### config.mk
export PLATFORM = sky130hd
export DESIGN_NAME = tpu_result_drain
export DESIGN_NICKNAME = d
export VERILOG_FILES = /design/src/rtl/tpu_result_drain.sv
export SDC_FILE = /design/constraint.sdc
export NUM_CORES = 1
export LEC_CHECK = 0
export CAP_MARGIN = 20
export CELL_PAD_IN_SITES_DETAIL_PLACEMENT = 1
export CELL_PAD_IN_SITES_GLOBAL_PLACEMENT = 1
export CORE_AREA = 3 3 236 238
export CTS_BUF_LIST = sky130_fd_sc_hd__clkbuf_2 sky130_fd_sc_hd__clkbuf_4 sky130_fd_sc_hd__clkbuf_8
export DETAILED_ROUTE_END_ITERATION = 12
export DIE_AREA = 0 0 239 241
export PLACE_DENSITY = 0.85
export SLEW_MARGIN = 0
export SYNTH_ARGS = -nofsm -noshare
export SYNTH_HDL_FRONTEND = slang
export SYNTH_SLANG_ARGS = --single-unit
### constraint.sdc
create_clock -name clk -period 7.02 [get_ports clk]
set_input_delay 0.702 -clock clk [delete_from_list [all_inputs] [get_ports clk]]
set_output_delay 0.702 -clock clk [all_outputs]
set_load 0.01 [all_outputs]
### src/rtl/tpu_result_drain.sv
// Result drain: captures TPU result-row writes from banks a/b/c into a small FIFO
// and streams each as a header word plus BEATS data words over valid/ready.
module tpu_result_drain #(
    parameter int unsigned ARRAY_SIZE        = 8,
    parameter int unsigned OUTPUT_DATA_WIDTH = 16,
    parameter int unsigned OUT_WIDTH         = 32,
    parameter int unsigned FIFO_DEPTH        = 4
) (
    input  logic                                      clk,
    input  logic                                      srstn,
    input  logic                                      sram_write_enable_a0,
    input  logic                                      sram_write_enable_b0,
    input  logic                                      sram_write_enable_c0,
    input  logic [ARRAY_SIZE*OUTPUT_DATA_WIDTH-1:0]   sram_wdata_a,
    input  logic [ARRAY_SIZE*OUTPUT_DATA_WIDTH-1:0]   sram_wdata_b,
    input  logic [ARRAY_SIZE*OUTPUT_DATA_WIDTH-1:0]   sram_wdata_c,
    input  logic [5:0]                                sram_waddr_a,
    input  logic [5:0]                                sram_waddr_b,
    input  logic [5:0]                                sram_waddr_c,
    input  logic                                      tpu_done,
    output logic                                      m_valid,
    input  logic                                      m_ready,
    output logic [OUT_WIDTH-1:0]                      m_data,
    output logic                                      m_last,
    output logic                                      drain_done,
    output logic                                      overflow,
    output logic                                      collision
);

    localparam int unsigned RW      = ARRAY_SIZE * OUTPUT_DATA_WIDTH;
    localparam int unsigned BEATS   = RW / OUT_WIDTH;
    localparam int unsigned BEAT_W  = (BEATS > 1) ? $clog2(BEATS) : 1;
    localparam int unsigned PTR_W   = $clog2(FIFO_DEPTH);
    localparam int unsigned CNT_W   = PTR_W + 1;
    localparam int unsigned ENTRY_W = 2 + 6 + RW;
    localparam logic [BEAT_W-1:0] LAST_BEAT = BEAT_W'(BEATS - 1);

    typedef enum logic [1:0] {
        S_IDLE = 2'd0,
        S_HDR  = 2'd1,
        S_DATA = 2'd2
    } state_t;

    state_t               state;
    state_t               state_next;
    logic [BEAT_W-1:0]    beat;
    logic [BEAT_W-1:0]    beat_next;

    logic [ENTRY_W-1:0]   mem [FIFO_DEPTH];
    logic [PTR_W-1:0]     wr_ptr;
    logic [PTR_W-1:0]     rd_ptr;
    logic [CNT_W-1:0]     count;
    logic [CNT_W-1:0]     count_next;

    logic                 push_req;
    logic                 push;
    logic                 pop;
    logic                 full;
    logic                 drop;
    logic                 multi_strobe;
    logic [ENTRY_W-1:0]   push_entry;
    logic                 done_seen;

    logic [ENTRY_W-1:0]   head;
    logic [1:0]           head_bank;
    logic [5:0]           head_addr;
    logic [RW-1:0]        head_data;
    logic [31:0]          hdr_word;

    // Strobe arbitration, a > b > c
    always_comb begin
        push_req     = sram_write_enable_a0 | sram_write_enable_b0 | sram_write_enable_c0;
        multi_strobe = (sram_write_enable_a0 & sram_write_enable_b0) |
                       (sram_write_enable_a0 & sram_write_enable_c0) |
                       (sram_write_enable_b0 & sram_write_enable_c0);
        push_entry   = '0;
        if (sram_write_enable_a0) begin
            push_entry = {2'd0, sram_waddr_a, sram_wdata_a};
        end else if (sram_write_enable_b0) begin
            push_entry = {2'd1, sram_waddr_b, sram_wdata_b};
        end else if (sram_write_enable_c0) begin
            push_entry = {2'd2, sram_waddr_c, sram_wdata_c};
        end
    end

    // A full FIFO still accepts a push when the head row retires this cycle
    always_comb begin
        full       = (count == CNT_W'(FIFO_DEPTH));
        pop        = (state == S_DATA) && m_ready && (beat == LAST_BEAT);
        push       = push_req && (!full || pop);
        drop       = push_req && full && !pop;
        count_next = count + CNT_W'(push) - CNT_W'(pop);
    end

    always_comb begin
        head      = mem[rd_ptr];
        head_bank = head[ENTRY_W-1 -: 2];
        head_addr = head[RW +: 6];
        head_data = head[RW-1:0];
        hdr_word  = {8'hA5, 14'b0, head_bank, 2'b0, head_addr};
    end

    always_ff @(posedge clk) begin
        if (push) begin
            mem[wr_ptr] <= push_entry;
        end
    end

    always_ff @(posedge clk or negedge srstn) begin
        if (!srstn) begin
            wr_ptr <= '0;
            rd_ptr <= '0;
            count  <= '0;
        end else begin
            if (push) begin
                wr_ptr <= wr_ptr + PTR_W'(1);
            end
            if (pop) begin
                rd_ptr <= rd_ptr + PTR_W'(1);
            end
            count <= count_next;
        end
    end

    always_ff @(posedge clk or negedge srstn) begin
        if (!srstn) begin
            state <= S_IDLE;
            beat  <= '0;
        end else begin
            state <= state_next;
            beat  <= beat_next;
        end
    end

    // Stream FSM: stream outputs decode from FSM state and the FIFO head
    always_comb begin
        state_next = state;
        beat_next  = beat;
        m_valid    = 1'b0;
        m_last     = 1'b0;
        m_data     = '0;
        case (state)
            S_IDLE: begin
                if (count != '0) begin
                    state_next = S_HDR;
                end
            end
            S_HDR: begin
                m_valid = 1'b1;
                m_data  = OUT_WIDTH'(hdr_word);
                if (m_ready) begin
                    state_next = S_DATA;
                    beat_next  = '0;
                end
            end
            S_DATA: begin
                m_valid = 1'b1;
                m_data  = head_data[OUT_WIDTH*beat +: OUT_WIDTH];
                m_last  = (beat == LAST_BEAT);
                if (m_ready) begin
                    if (beat == LAST_BEAT) begin
                        state_next = (count_next != '0) ? S_HDR : S_IDLE;
                        beat_next  = '0;
                    end else begin
                        beat_next = beat + BEAT_W'(1);
                    end
                end
            end
            default: begin
                state_next = S_IDLE;
                beat_next  = '0;
            end
        endcase
    end

    always_comb begin
        drain_done = done_seen && (count == '0) && (state == S_IDLE) && !push_req;
    end

    // Completion latch and sticky error flags
    always_ff @(posedge clk or negedge srstn) begin
        if (!srstn) begin
            done_seen <= 1'b0;
            overflow  <= 1'b0;
            collision <= 1'b0;
        end else begin
            if (drain_done) begin
                done_seen <= 1'b0;
            end else if (tpu_done) begin
                done_seen <= 1'b1;
            end
            if (drop) begin
                overflow <= 1'b1;
            end
            if (multi_strobe) begin
                collision <= 1'b1;
            end
        end
    end

endmodule

==> qor.yml, run 1 <==
status: "finished clean"
clock-root-buffer: "clkbuf_8"
grt_use_total_pct: 23.6
finalHoldViolCount: 0
die_area_um2: 57600
max-cap-violations: 0
cp_cell_sequence: "buf_4 -> nor2b_1 -> a22oi_1 -> nand3_1 -> nand3_1 -> clkdlybuf4s50_1"
finalMaxSlewViolations: 0
cp_num_buf_inv: 2
clk_pin_slew_worst_paths_ps: 60
firstDrtPassIters: 5
die_y_um: 241
synthTopCellsByArea: "edfxtp_1 68%, mux4_2 9.2%, a22oi_1 4.8%"
dp_hpwl_mm: 46.3
fin_tns_setup_ps: 0
drcViolationCount: 0
critPathSlowestCell: "buf_4"
core_area_um2: 53800
nets: 2353
worst_pin_slew_ps: 1100
routedWlPerCell_um: 25.6
cts_made_buffers: 91
ys_warn_count: 0
finalCritPeriodShare_pct: 69.4
synth_area_per_cell_um2: 16.2
drtIter0Drc: 1216
cts_hold_buf: 0
cts_tree: "built"
holdCritPathClass: "in2async"
yosys.cell_types.count: 43
cp-end-kind: "output pin"
crit_type: "reg2out"
grt_pass1_wl_mm: 102
areaGrowthSynthToFinish_pct: 28.1
min_period_ps: 4870
power_density_nw_per_um2: 340
boundaryPins: 446
synth_edf_count: 544
cts_setup_buffers: 0
p_leak_nw: 10.1
fmax_mhz: 205
synth-async-reset-ratio_pct: 2.51
start_kind: "flip-flop"
slowest_delay_ps: 870
synth.cell_area_um2: 24100
synth_area_leader_cell: "edfxtp_1"
holdWs_ps: 430
htree_levels: 3
netlist_instances: 1485
grt_max_degree: 109
syn-num-nets: 1907
initial_core_util_pct: 44.8
finalSetupViolCount: 0
worst-path-max-fanout: 64
die_w_um: 239
worstPathArrival_ps: 4170
clk_latency_ps: 680
clk_path_buf_depth: 3
slew_headroom_pct: 26.5
num_rows: 85
grt-ovfl-total: 0
drtAntennaViolNets: 0
cpMostUsedCell: "nand3_1"
clock-sinks: 558
drt-vias-per-instance: 5.76
synthFlopType: "edfxtp_1"
rsz0062_at_grt: "no"
grt_antenna_before_repair: 3
vias: 15535
post_cts_resized: 0
ys_ff_latch: 558
vdd_ir_drop_max_mv: 0.181
grt_pass1_vias: 16757
place_congestion: 0.784
ys_seq_area_share_pct: 69.3
io_buffers: 445
wl_mm: 69.1
fin_skew_ps: 34.1
synth_top_cell_area_share_pct: 67.8
drive_gt1_share_pct: 13.6
cp.required_ps: 6320
crit_family: "buffers and inverters"
[cell type report]
class	count	area [um^2]
Fill cell	5047	23000
Sequential cell	558	16700
Multi-Input combinational cell	805	6800
Timing Repair Buffer	466	4700
Clock buffer	119	1480
Tap cell	696	871
Clock inverter	41	272
Inverter	9	33.8
Antenna cell	2	5.00
[cell families (layout without fill, tap and decap cells)]
logic type / Yosys count / count (layout) / share of synthesized area [%]
compound gates: 354 / 354 / 9.67
xor+xnor: 5 / 5 / 0.182
fa+ha+maj: 13 / 13 / 0.706
buf+inv: 122 / 635 / 2.62
flops: 558 / 558 / 69.3
mux: 197 / 197 / 13.4
other cells: 0 / 2 / 0
simple gates: 236 / 236 / 4.19
[per-stage QoR]
stage	area, um^2	worst slack [ps]	std cells	util, %	total power, mW
finish	30800	2150	2696	57.3	10.5
floorplan	24100	1890	1485	-	6.72
global route	30800	1990	2694	57.3	11.0
detailed placement	29100	2890	2533	54.0	7.84
global placement	29100	2980	2533	54.0	7.63
CTS	30800	2100	2693	57.3	10.6
[synth_stat cells, types with 10 or more instances]
cell / instances
o21ai_0: 143
mux4_2: 98
buf_6: 11
nand3_1: 20
mux2i_1: 97
edfxtp_1: 544
dfrtp_1: 14
a221o_1: 13
clkbuf_1: 65
a22o_1: 13
buf_2: 16
ha_1: 12
a21oi_1: 10
nor2_1: 22
a22oi_1: 153
nand2_1: 158
and3_1: 13
[per-layer routing]
metal	track usage [%]	share of wire (%)	up-vias
li1	-	-	6880
met1	29.3	39	7926
met2	41.6	52	602
met3	4.82	7.0	127
met4	7.77	2.6	0
met5	0	0	-
[power breakdown]
| part | internal [mW] | total, mW | switching [mW] |
|---|---|---|---|
| logic | 0.915 | 2.44 | 1.53 |
| clock network | 1.48 | 2.75 | 1.27 |
| registers | 5.00 | 5.29 | 0.296 |
| total | 7.39 | 10.5 | 3.09 |
[layout by cell type (no fill, tap or decap), drive strengths merged, types with 5 or more instances in the layout]
cell	synthesis	final
a21oi	10	10
and2	7	7
clkinv	0	33
mux2i	97	97
nand3	20	20
a221o	13	13
inv	9	13
clkdlybuf4s50	0	443
buf	47	22
clkbuf	66	120
a22o	13	13
o22ai	7	7
xnor2	5	5
nand2	158	158
nor2	22	22
a22oi	153	153
edfxtp	544	544
dfrtp	14	14
and3	13	13
o21ai	143	143
a221oi	8	8
ha	12	12
mux4	99	99
[flip-flops by register name (all words and copies together) (netlist names)]
register / cells
mem: 544
wr_ptr: 2
done_seen: 1
overflow: 1
rd_ptr: 2
state: 2
collision: 1
count: 3
beat: 2
[worst paths after layout]
check,start,end,slack [ps],cells after the start
setup / recovery,rd_ptr[1],m_data[9],2150,6
hold / removal,srstn,collision,430,1
setup reg to reg,beat[0],mem[3][4],2880,6
hold reg to reg,overflow,overflow,490,1
max in group asynchronous,srstn,rd_ptr[1],6090,1
min in group clk,overflow,overflow,490,1
Note: power is estimated with default switching activity, not from simulation.
==> run 2, diff against run 1 <==
clock period = 4.7 ns   (was 7.02 ns; I/O delays follow)
==> qor.yml, run 2 (synthesis results as in run 1) <==
die_area_um2: 57600  # unchanged
grt_pass1_vias: 17134  # +2.2%
drive_gt1_share_pct: 14.2  # +0.61 points
boundaryPins: 446  # unchanged
top_register: "mem"
grt_max_degree: 106  # -2.8%
drt-vias-per-instance: 5.79  # +0.47%
place_congestion: 0.802  # +2.3%
drtAntennaViolNets: 0  # unchanged
io_buffers: 445  # unchanged
rsz0062_at_grt: "no"
reg_top3: "mem x544, count x3"
min_path_cells: 3
p_seq_share_pct: 50.2  # -0.3 points
finalCritPeriodShare_pct: 92.1
areaGrowthSynthToFinish_pct: 28.4
grt_use_total_pct: 23.9  # +0.32 points
grt_pass1_wl_mm: 103  # +1.5%
core_area_um2: 53800  # unchanged
die_y_um: 241  # unchanged
nets: 2362  # +0.38%
top_layer_used: "met5"
ff2ff_path_depth: 13  # +7
grt_antenna_before_repair: 3  # unchanged
p_int_mw: 11.0  # +49%
wl_met3_mm: 4.56  # -6.3%
p_comb_share_pct: 24.3  # +1.0 points
cts_tree: "built"
post_cts_resized: 0  # unchanged
start_kind: "flip-flop"
grt-ovfl-total: 0  # unchanged
fin_skew_ps: 18.9  # -15.2 ps
dp_hpwl_mm: 46.6  # +0.51%
initial_core_util_pct: 44.8  # unchanged
clk_path_buf_depth: 3  # unchanged
clkPwrFrac_pct: 25.5  # -0.7 points
routedWlPerCell_um: 25.6  # -0.29%
p_leak_nw: 10.2  # +0.47%
clock-sinks: 558  # unchanged
finalHoldViolCount: 0  # unchanged
worst-path-max-fanout: 29  # -55%
firstDrtPassIters: 5  # unchanged
slew_headroom_pct: 28.8  # +2.3 points
cts_setup_buffers: 0  # unchanged
hp-start: "sram_write_enable_b0"
cts_hold_buf: 0  # unchanged
max-cap-violations: 0  # unchanged
cts_made_buffers: 89  # -2.2%
crit_type: "reg2out"
min_period_ps: 4330
num_rows: 85  # unchanged
final_common_cell: "edfxtp_1"
holdCritPathClass: "in2reg"
holdPathEnd: "overflow"
clk_latency_ps: 650  # -30 ps
layout_common_cells: "544 x edfxtp_1, 443 x clkdlybuf4s50_1, 158 x nand2_1"
clk_pin_slew_worst_paths_ps: 60  # about the same
drtIter0Drc: 1282  # +5.4%
vias: 15684  # +0.96%
route.met2.wl_mm: 35.3  # -1.3%
r2r-start: "beat[1]"
fin_tns_setup_ps: 0  # unchanged
htree_levels: 3  # unchanged
clock-root-buffer: "clkbuf_8"
wl_mm: 69.3  # +0.20%
power_density_nw_per_um2: 506  # +49%
dp_cells: 2545  # +0.47%
die_w_um: 239  # unchanged
cp.required_ps: 4230  # -2090 ps
drcViolationCount: 0  # unchanged
r2r_end: "state[0]"
finalSetupViolCount: 0  # unchanged
fmax_mhz: 231
worstPathArrival_ps: 3860  # -310 ps
p_sw_share_pct: 29.7  # +0.18 points
regToRegSetupSlack_ps: 730  # -2150 ps
met1_length_mm: 26.8  # +0.38%
final_cells: 2709  # +0.48%
cp-end-kind: "output pin"
vdd_ir_drop_max_mv: 0.322  # +78%
worst_pin_slew_ps: 1060  # -45.7 ps
finalMaxSlewViolations: 0  # unchanged
largest_register_ffs: 544  # unchanged
status: "finished clean"
power.switching_mw: 4.65  # +50%
[run 2: critical path, stage by stage, from the launching register on]
cell	delay, ps
dfrtp_2	440
buf_4	390
nor2b_4	900
a22oi_1	200
a22o_1	300
a221o_1	430
clkdlybuf4s50_1	520
[run 2: metrics by stage]
stage          area (um^2)  utilization [%]  setup WS (ps)  total power [mW]  hold slack, ps
6_report             30900             57.5            373              15.7             142
5_1_grt              30900             57.5            200              16.4             124
4_1_cts              30900             57.5            322              15.9            75.5
3_5_place_dp         29200             54.3            843              11.8             489
3_3_place_gp         29200             54.3           1050              11.5             468
2_1_floorplan        24100                -           1100              9.90             174
[run 2: final cells by class]
cell class	count	area (um^2)
Antenna cell	2	5.00
Clock inverter	38	200
Multi-Input combinational cell	805	6800
Tap cell	696	871
Clock buffer	124	1510
Inverter	9	33.8
Fill cell	5043	22900
Timing Repair Buffer	477	4820
Sequential cell	558	16700
[run 2: routing by layer]
layer,global-route usage (%),vias to the layer above
met5,0,-
met1,29.5,7982
met2,41.3,644
met4,10.2,2
met3,4.74,144
li1,-,6912
[run 2: power groups by stage]
| stage | clock network (mW) | logic (mW) | registers, mW |
|---|---|---|---|
| 2_1_floorplan | 0 | 2.05 | 7.85 |
| 3_3_place_gp | 0 | 3.70 | 7.79 |
| 3_5_place_dp | 0 | 3.83 | 7.98 |
| 4_1_cts | 4.11 | 3.86 | 7.89 |
| 5_1_grt | 4.31 | 4.11 | 8.01 |
| 6_report | 4.00 | 3.80 | 7.87 |
[run 2: how the worst max path moves through the flow]
| stage | slack (ps) | end | startpoint | cells after the start |
|---|---|---|---|---|
| 3_5_place_dp | 840 | state[0] | beat[1] | 13 |
| 2_1_floorplan | 1100 | mem[0][0] | state[0] | 6 |
| 4_1_cts | 320 | m_data[11] | beat[0] | 6 |
| 3_3_place_gp | 1050 | state[0] | beat[1] | 13 |
| 6_report | 370 | m_data[11] | beat[0] | 6 |
| 5_1_grt | 200 | m_data[11] | beat[0] | 6 |
